--- src/rtl/alu_pkg.sv ---
// Shared definitions for the 5-bit ALU datapath: widths, opcodes, and
// result-checker state encoding.
package alu_pkg;

  localparam int unsigned ALU_W = 5;

  localparam logic [1:0] OP_ADD = 2'd0;
  localparam logic [1:0] OP_SUB = 2'd1;
  localparam logic [1:0] OP_AND = 2'd2;
  localparam logic [1:0] OP_OR  = 2'd3;

  typedef enum logic [1:0] {
    StIdle  = 2'd0,
    StRun   = 2'd1,
    StDrain = 2'd2,
    StDone  = 2'd3
  } chk_state_e;

endpackage

--- src/rtl/alu_golden.sv ---
// Combinational reference model of the ALU; same ports as the ALU itself so
// other benches can reuse it.
module alu_golden
  import alu_pkg::*;
#(
  parameter int unsigned W = ALU_W
) (
  input  logic [W-1:0] a,
  input  logic [W-1:0] b,
  input  logic         cin,
  input  logic [1:0]   op,
  output logic [W-1:0] r,
  output logic         c
);

  logic [W:0] sum;
  logic [W:0] diff;

  // {c,r} is W+1 bits wide; for SUB the top bit is the borrow.
  assign sum  = {1'b0, a} + {1'b0, b} + {{W{1'b0}}, cin};
  assign diff = {1'b0, a} - {1'b0, b} - {{W{1'b0}}, cin};

  always_comb begin
    r = '0;
    c = 1'b0;
    unique case (op)
      OP_ADD:  {c, r} = sum;
      OP_SUB:  {c, r} = diff;
      OP_AND:  r = a & b;
      OP_OR:   r = a | b;
      default: ;
    endcase
  end

endmodule

--- config.mk ---
export PLATFORM = sky130hd
export DESIGN_NAME = alu_golden
export DESIGN_NICKNAME = d
export VERILOG_FILES = /design/src/rtl/alu_pkg.sv /design/src/rtl/alu_golden.sv
export SDC_FILE = /design/constraint.sdc
export NUM_CORES = 1
export LEC_CHECK = 0
export CAP_MARGIN = 20
export CORE_MARGIN = 10
export CORE_UTILIZATION = 50
export DETAILED_ROUTE_END_ITERATION = 7
export MAX_ROUTING_LAYER = met4
export PLACE_DENSITY = 0.93
export SETUP_SLACK_MARGIN = 0.3
export SYNTH_ARGS = -nofsm -noshare
export SYNTH_HDL_FRONTEND = slang
export SYNTH_SLANG_ARGS = --single-unit
--- constraint.sdc ---
create_clock -name vclk -period 2.56
set_input_delay 0.256 -clock vclk [all_inputs]
set_output_delay 0.256 -clock vclk [all_outputs]
set_load 0.01 [all_outputs]
Word-level counts from Yosys, hierarchy flattened
Cells that the tools add are included.
Word-level totals
  register bits: 0
  bits of input ports: 13
  output and inout port bits: 6
  word-level logic and storage cells: 12
Operators by class
  $add $sub $neg: 4
  equal/unequal tests: 3
  mux-type cells: 2
  bitwise gates (word level): 2
  reduce and logical (&&, ||, !) cells: 1
Operator list (number)
  $pmux 5 s4: 1
  $add 5x5->6: 1
  $add 6x1->6: 1
  $sub 5x5->6: 1
  $sub 6x1->6: 1
  $and 5x5->5: 1
  $or 5x5->5: 1
  $eq 2x2->1 const B: 2
  $eq 2x1->1 const B: 1
  $logic_not 2->1: 1
  $pmux 1 s2: 1

Longest topological paths before layout
Gate-level depths: netlist of run 1.
  depth after elaboration: 3
  mapped depth: 8

Worst setup path before layout of run 1
Ideal clock, no wire load.
  path type: in2out
  start point: in a[0]
  end point: out r[4]
  arrival time: 1.902 ns
  data required time: 2.304 ns
  setup slack: 0.402 ns
  stages: 7
  buffers on the path: 0
  cell sequence: inv_1 > fa_1 > fa_1 > nand2b_1 > a21oi_2 > xnor2_1 > mux4_2
Between the ends
  longest elaborated chain between the ends: 3
  elaborated cells on any way between the ends: 5
  those cells by class: add/sub (4); mux (1)
RTL lines
  from (decl): RTL line alu_golden.sv:8  | input logic [W-1:0] a,
  $sub 5x5->6 / $add 5x5->6 (equally long branches): RTL line alu_golden.sv:21, alu_golden.sv:20
  $sub 6x1->6 / $add 6x1->6 (equally long branches): RTL line alu_golden.sv:21, alu_golden.sv:20
  $pmux 5 s4 *: RTL line alu_golden.sv:26  | unique case (op)
  to (decl): RTL line alu_golden.sv:12  | output logic [W-1:0] r,
Every way passes the cells marked *; elsewhere a longest branch is shown, timed or not.

Final worst setup path of run 1
  start point: in a[3]
  end point: out c
Between the ends
  longest elaborated chain between the ends: 3
  elaborated cells on any way between the ends: 5
  those cells by class: add/sub (4); mux (1)
RTL lines
  $sub 5x5->6 / $add 5x5->6 (equally long branches): RTL line alu_golden.sv:21, alu_golden.sv:20
  $sub 6x1->6 / $add 6x1->6 (equally long branches): RTL line alu_golden.sv:21, alu_golden.sv:20
  $pmux 1 s2 *: RTL line alu_golden.sv:26
  to (decl): RTL line alu_golden.sv:13  | output logic c
Marked as above.

==> results_dict.tcl, run 1 <==
set metrics [dict create \
    critPathSlowestCell "nor4bb_1" \
    maxSlewHeadroom 0.640 \
    yosys_warnings 0 \
    rsz0062_at_grt "true" \
    met3_usage 0.0111 \
    finalMaxSlewViolations 0 \
    synthTopCellsByCount "inv_1 (19), ha_1 (18), nand2_1 (7), nor2_1 (5), fa_1 (4)" \
    wl_um 2890 \
    end_kind "output pin" \
    netlist_instances 85 \
    hold-path-endpoint "r[0]" \
    vias 808 \
    min-delay-path-class "input port to output pin" \
    synth_area_leaders "ha_1 (32%), fa_1 (11%), inv_1 (10%), mux4_2 (9.6%), nand2_1 (3.7%)" \
    status "completed" \
    yosysSeqAreaShare 0 \
    cp_num_buf_inv 5 \
    p_per_area_nw_per_um2 253 \
    ys_types 26 \
    wl_per_cell_um 20.9 \
    final_util 0.913 \
    postCtsHoldBufs 0 \
    peakVddDrop_v 0.000170 \
    grt_use_total 0.162 \
    setup_viol 0 \
    hold_viol_final 0 \
    synth_most_common_cell "inv_1" \
    yosysTopAreaCell "ha_1" \
    startpoint_type "input port" \
    syn_area_um2 704 \
    grt_max_degree 12 \
    fin_area_um2 1200 \
    crit_fanout 4 \
    fin_nets 160 \
    io_buffer_count 19 \
    diodes 0 \
    clock.fmax_mhz 418 \
    cp.required_ps 2300 \
    design.die.area_um2 3310 \
    drtAntennaViolNets 0 \
    grt_busiest_layer "met2" \
    whs_path_depth 4 \
    seq_cell_count 0 \
    initial_core_util 0.535 \
    cpPeakStageDelay_ps 320 \
    drtIter0Drc 28 \
    multi_input_area_um2 746 \
    hold_path.startpoint "a[0]" \
    gr-total-overflow 0 \
    nClkBuffers 0 \
    gp_congestion 0.924 \
    num-fill-cells 52 \
    routed_via_density 5.86 \
    cp_data_arrival_time_ps 2140 \
    grt_antenna_before_repair 0 \
    p_leak_nw 0.605 \
    drc 0 \
    dieWidth_um 57.5 \
    synth_fp_nets 120 \
    dieHeight_um 57.5 \
    dr.pass1.iters 4 \
    ios 19 \
    rows 13 \
    ff_latch_area_um2 0 \
    globalRouteMet2Util 0.296 \
    synth.top_cell.area_share 0.320 \
    fp.coreArea_um2 1320 \
    critPathKind "input port to output pin" \
    total_power_mw 0.305 \
    cp_top_family "buffers and inverters" \
    synthToLayoutAreaGrowth_pct 70.7 \
    placed_area_um2 1050 \
    layout-drive-gt1-share 0.504 \
    grt_pass1_wl_um 4310 \
    hpwlAfterDp_um 1940 \
    met1_usage 0.167 \
    drv_cap 0 \
    finalCriticalPeriod_ps 2390 \
    tightest_slew_ps 538 \
    syn_area_per_cell_um2 8.29 \
    first_global_vias 912 \
    worstPathCellList "dlygate4sd2_1 > inv_2 > buf_4 > ha_1 > inv_1 > ha_4 > nand4b_1 > nor2_2 > nor4_2 > nor4bb_1 > buf_2" \
    fin_crit_sh 0.935 \
]
## power by group
part           leakage (nW)  total [mW]  internal [mW]  switching [mW]
Sequential                0           0              0               0
Clock                     0           0              0               0
Combinational         0.605       0.305          0.161           0.144
Total                 0.605       0.305          0.161           0.144
## metal layers
layer	vias to the layer above	routed length, um
li1	356	-
met1	392	1050
met2	44	1520
met3	16	140
met4	0	174
met5	-	0
## worst max path at each step
stage	startpoint	endpoint	slack (ps)	cells after the start
2_1_floorplan	a[0]	r[4]	400	7
3_3_place_gp	a[0]	r[4]	-610	9
3_5_place_dp	a[0]	r[4]	-740	9
4_1_cts	b[0]	r[4]	140	9
5_1_grt	a[3]	c	20	11
6_report	a[3]	c	170	11
## layout make-up
cell class,count,share of cell area
tap,15,0.0156
timing repair buffer,40,0.301
inverter,19,0.0635
multi-input combinational,64,0.620
## layout by cell type (no fill, tap or decap), types with 2 or more instances in the layout
cell type	Yosys	final
inv_2	0	10
ha_4	0	7
xor2_1	3	3
nand2_1	7	7
o211ai_1	3	3
mux4_2	3	3
fa_2	0	4
ha_1	18	11
dlymetal6s2s_1	0	7
nor2_1	5	4
xnor2_1	3	3
a21oi_2	1	2
dlygate4sd2_1	0	2
buf_6	0	6
inv_4	0	2
inv_1	19	7
o21ai_1	2	2
buf_4	0	21
nand2b_1	2	2
## metrics by stage
step	hold slack [ps]	setup slack (ps)	TNS [ps]	cells
3_5_place_dp	1810	-737	-3630	136
5_1_grt	1160	22.3	0	138
4_1_cts	1110	140	0	138
2_1_floorplan	739	402	0	85
3_3_place_gp	1780	-609	-2980	136
6_report	1120	165	0	138
## timing repair
item,CTS,global route
buffers inserted,2,0
endpoints found under the hold margin,0,0
gates resized for setup,66,18
pin swaps,8,9
setup endpoints to repair,6,6
## cells by family (layout without fill, tap and decap cells)
kind of cell | after synthesis | in the layout | synth area share
buf+inv | 21 | 59 | 0.114
compound gates | 12 | 12 | 0.115
fa+ha+maj | 22 | 22 | 0.433
mux | 5 | 5 | 0.126
xor+xnor | 6 | 6 | 0.0746
simple gates | 19 | 19 | 0.137
Note: power is estimated with default switching activity, not from simulation.
==> run 2, diff against run 1 <==
--- a/config.mk
+++ b/config.mk
@@ -9,7 +9,6 @@
 export CORE_MARGIN = 10
 export CORE_UTILIZATION = 50
 export DETAILED_ROUTE_END_ITERATION = 7
-export MAX_ROUTING_LAYER = met4
 export PLACE_DENSITY = 0.93
 export SETUP_SLACK_MARGIN = 0.3
 export SYNTH_ARGS = -nofsm -noshare
==> run 2 against run 1 <==
Net effect: final cell count stayed put; sequential share of layout area stayed put; flip-flop and latch count stayed put; worst setup slack worse by 17 ps; via count is 0.37% higher; fmax is 0.72% lower; worst hold slack better by 1.5 ps; clock-buffer cell count stayed put; die area stayed put; core utilization stayed put.
==> results_dict.tcl, run 2 (synthesized netlist as in run 1, its figures left out) <==
set metrics [dict create \
    status "completed" \
    met3_usage 0.0133 \
    postCtsHoldBufs 0 \
    critPathKind "input port to output pin" \
    synthToLayoutAreaGrowth_pct 70.7 \
    dr.pass1.iters 4 \
    rsz0062_at_grt "true" \
    drtAntennaViolNets 0 \
    comb_power_share 1.000 \
    p_leak_nw 0.605 \
    setup_tns_ps 0 \
    fin_ws_ps 148 \
    placed_area_um2 1050 \
    nClkBuffers 0 \
    dp_cells 136 \
    fin_nets 160 \
    dp_slack_ps -737 \
    internal_power_mw 0.161 \
    hpwlAfterDp_um 1940 \
    wl_um 2910 \
    hold_viol_final 0 \
    io_buffer_count 19 \
    crit_fanout 4 \
    layout-drive-gt1-share 0.504 \
    num-fill-cells 52 \
    peakVddDrop_v 0.000172 \
    gp_congestion 0.908 \
    grt_antenna_before_repair 0 \
    ff_latch_area_um2 0 \
    layout.cells.non_filler 138 \
    cp.depth 11 \
    final_common_cell "buf_4" \
    fp.coreArea_um2 1320 \
    startpoint_type "input port" \
    cp_data_arrival_time_ps 2160 \
    wl_per_cell_um 21.1 \
    grt_use_total 0.160 \
    min-delay-path-class "input port to output pin" \
    cp-endpoint "c" \
    p_per_area_nw_per_um2 254 \
    seq_cell_count 0 \
    globalRouteMet2Util 0.301 \
    design.die.area_um2 3310 \
    initial_core_util 0.535 \
    mostFrequentLayoutCells "buf_4 (21), ha_1 (11), inv_2 (10)" \
    total_power_mw 0.306 \
    diodes 0 \
    drv_cap 0 \
    drc 0 \
    routed_via_density 5.88 \
    swShare 0.473 \
    dieWidth_um 57.5 \
    met1_usage 0.171 \
    rows 13 \
    cp-startpoint "a[3]" \
    drtIter0Drc 35 \
    critPathSlowestCell "nor4bb_1" \
    grt_pass1_wl_um 4340 \
    dieHeight_um 57.5 \
    clockPowerShare 0 \
    grt_busiest_layer "met2" \
    cpPeakStageDelay_ps 270 \
    cp_top_family "buffers and inverters" \
    fin_crit_sh 0.942 \
    first_global_vias 908 \
    worstPathCellList "dlygate4sd2_1 > inv_2 > buf_4 > ha_1 > inv_1 > ha_4 > o211ai_1 > nand2_1 > o21ai_0 > nor4bb_1 > buf_2" \
    gr-total-overflow 0 \
    tightest_slew_ps 540 \
    end_kind "output pin" \
    whs_path_depth 4 \
    finalMaxSlewViolations 0 \
    pwr-share-seq 0 \
    multi_input_area_um2 746 \
    ios 19 \
    grt_max_degree 12 \
    cp_num_buf_inv 5 \
    p_switching_mw 0.144 \
    maxSlewHeadroom 0.639 \
    setup_viol 0 \
    fin_area_um2 1200 \
    cp.required_ps 2300 \
    finalCriticalPeriod_ps 2410 \
    clock.fmax_mhz 415 \
    vias 811 \
]
## run 2: cell counts in the layout (fill, tap and decap cells not counted)
No cell type changed its count.
## run 2: timing repair
action                                  in CTS  in global routing
resized for setup                           66                 18
endpoints found under the setup margin       6                  6
pin swaps                                    8                  9
setup buffers                                2                  0
## run 2: power by group through the flow
stage	combinational, mW	sequential, mW	clock [mW]
after floorplan	0.128	0	0
after global placement	0.227	0	0
after detailed placement	0.249	0	0
after CTS	0.284	0	0
after global routing	0.327	0	0
final	0.306	0	0
## run 2: worst min path at each step
stage,startpoint,to
floorplan,op[0],r[3]
global placement,op[1],c
detailed placement,op[1],c
CTS,a[0],r[0]
global route,a[0],r[0]
finish,a[0],r[0]
## run 2: per-layer routing
metal  vias to the layer above  wire length, um
li1                        358                -
met3                        17              165
met2                        51             1520
met4                         0              174
met5                         -                0
met1                       385             1050
## run 2: final cells by class
type / instances / area share
Multi-Input combinational cell: 64 / 0.620
Timing Repair Buffer: 40 / 0.301
Inverter: 19 / 0.0635
Tap cell: 15 / 0.0156
## run 2: metrics by stage
| stage | util | hold slack (ps) |
|---|---|---|
| 2_1_floorplan | - | 739 |
| 3_3_place_gp | 0.795 | 1780 |
| 3_5_place_dp | 0.795 | 1810 |
| 4_1_cts | 0.879 | 1110 |
| 5_1_grt | 0.913 | 1160 |
| 6_report | 0.913 | 1120 |
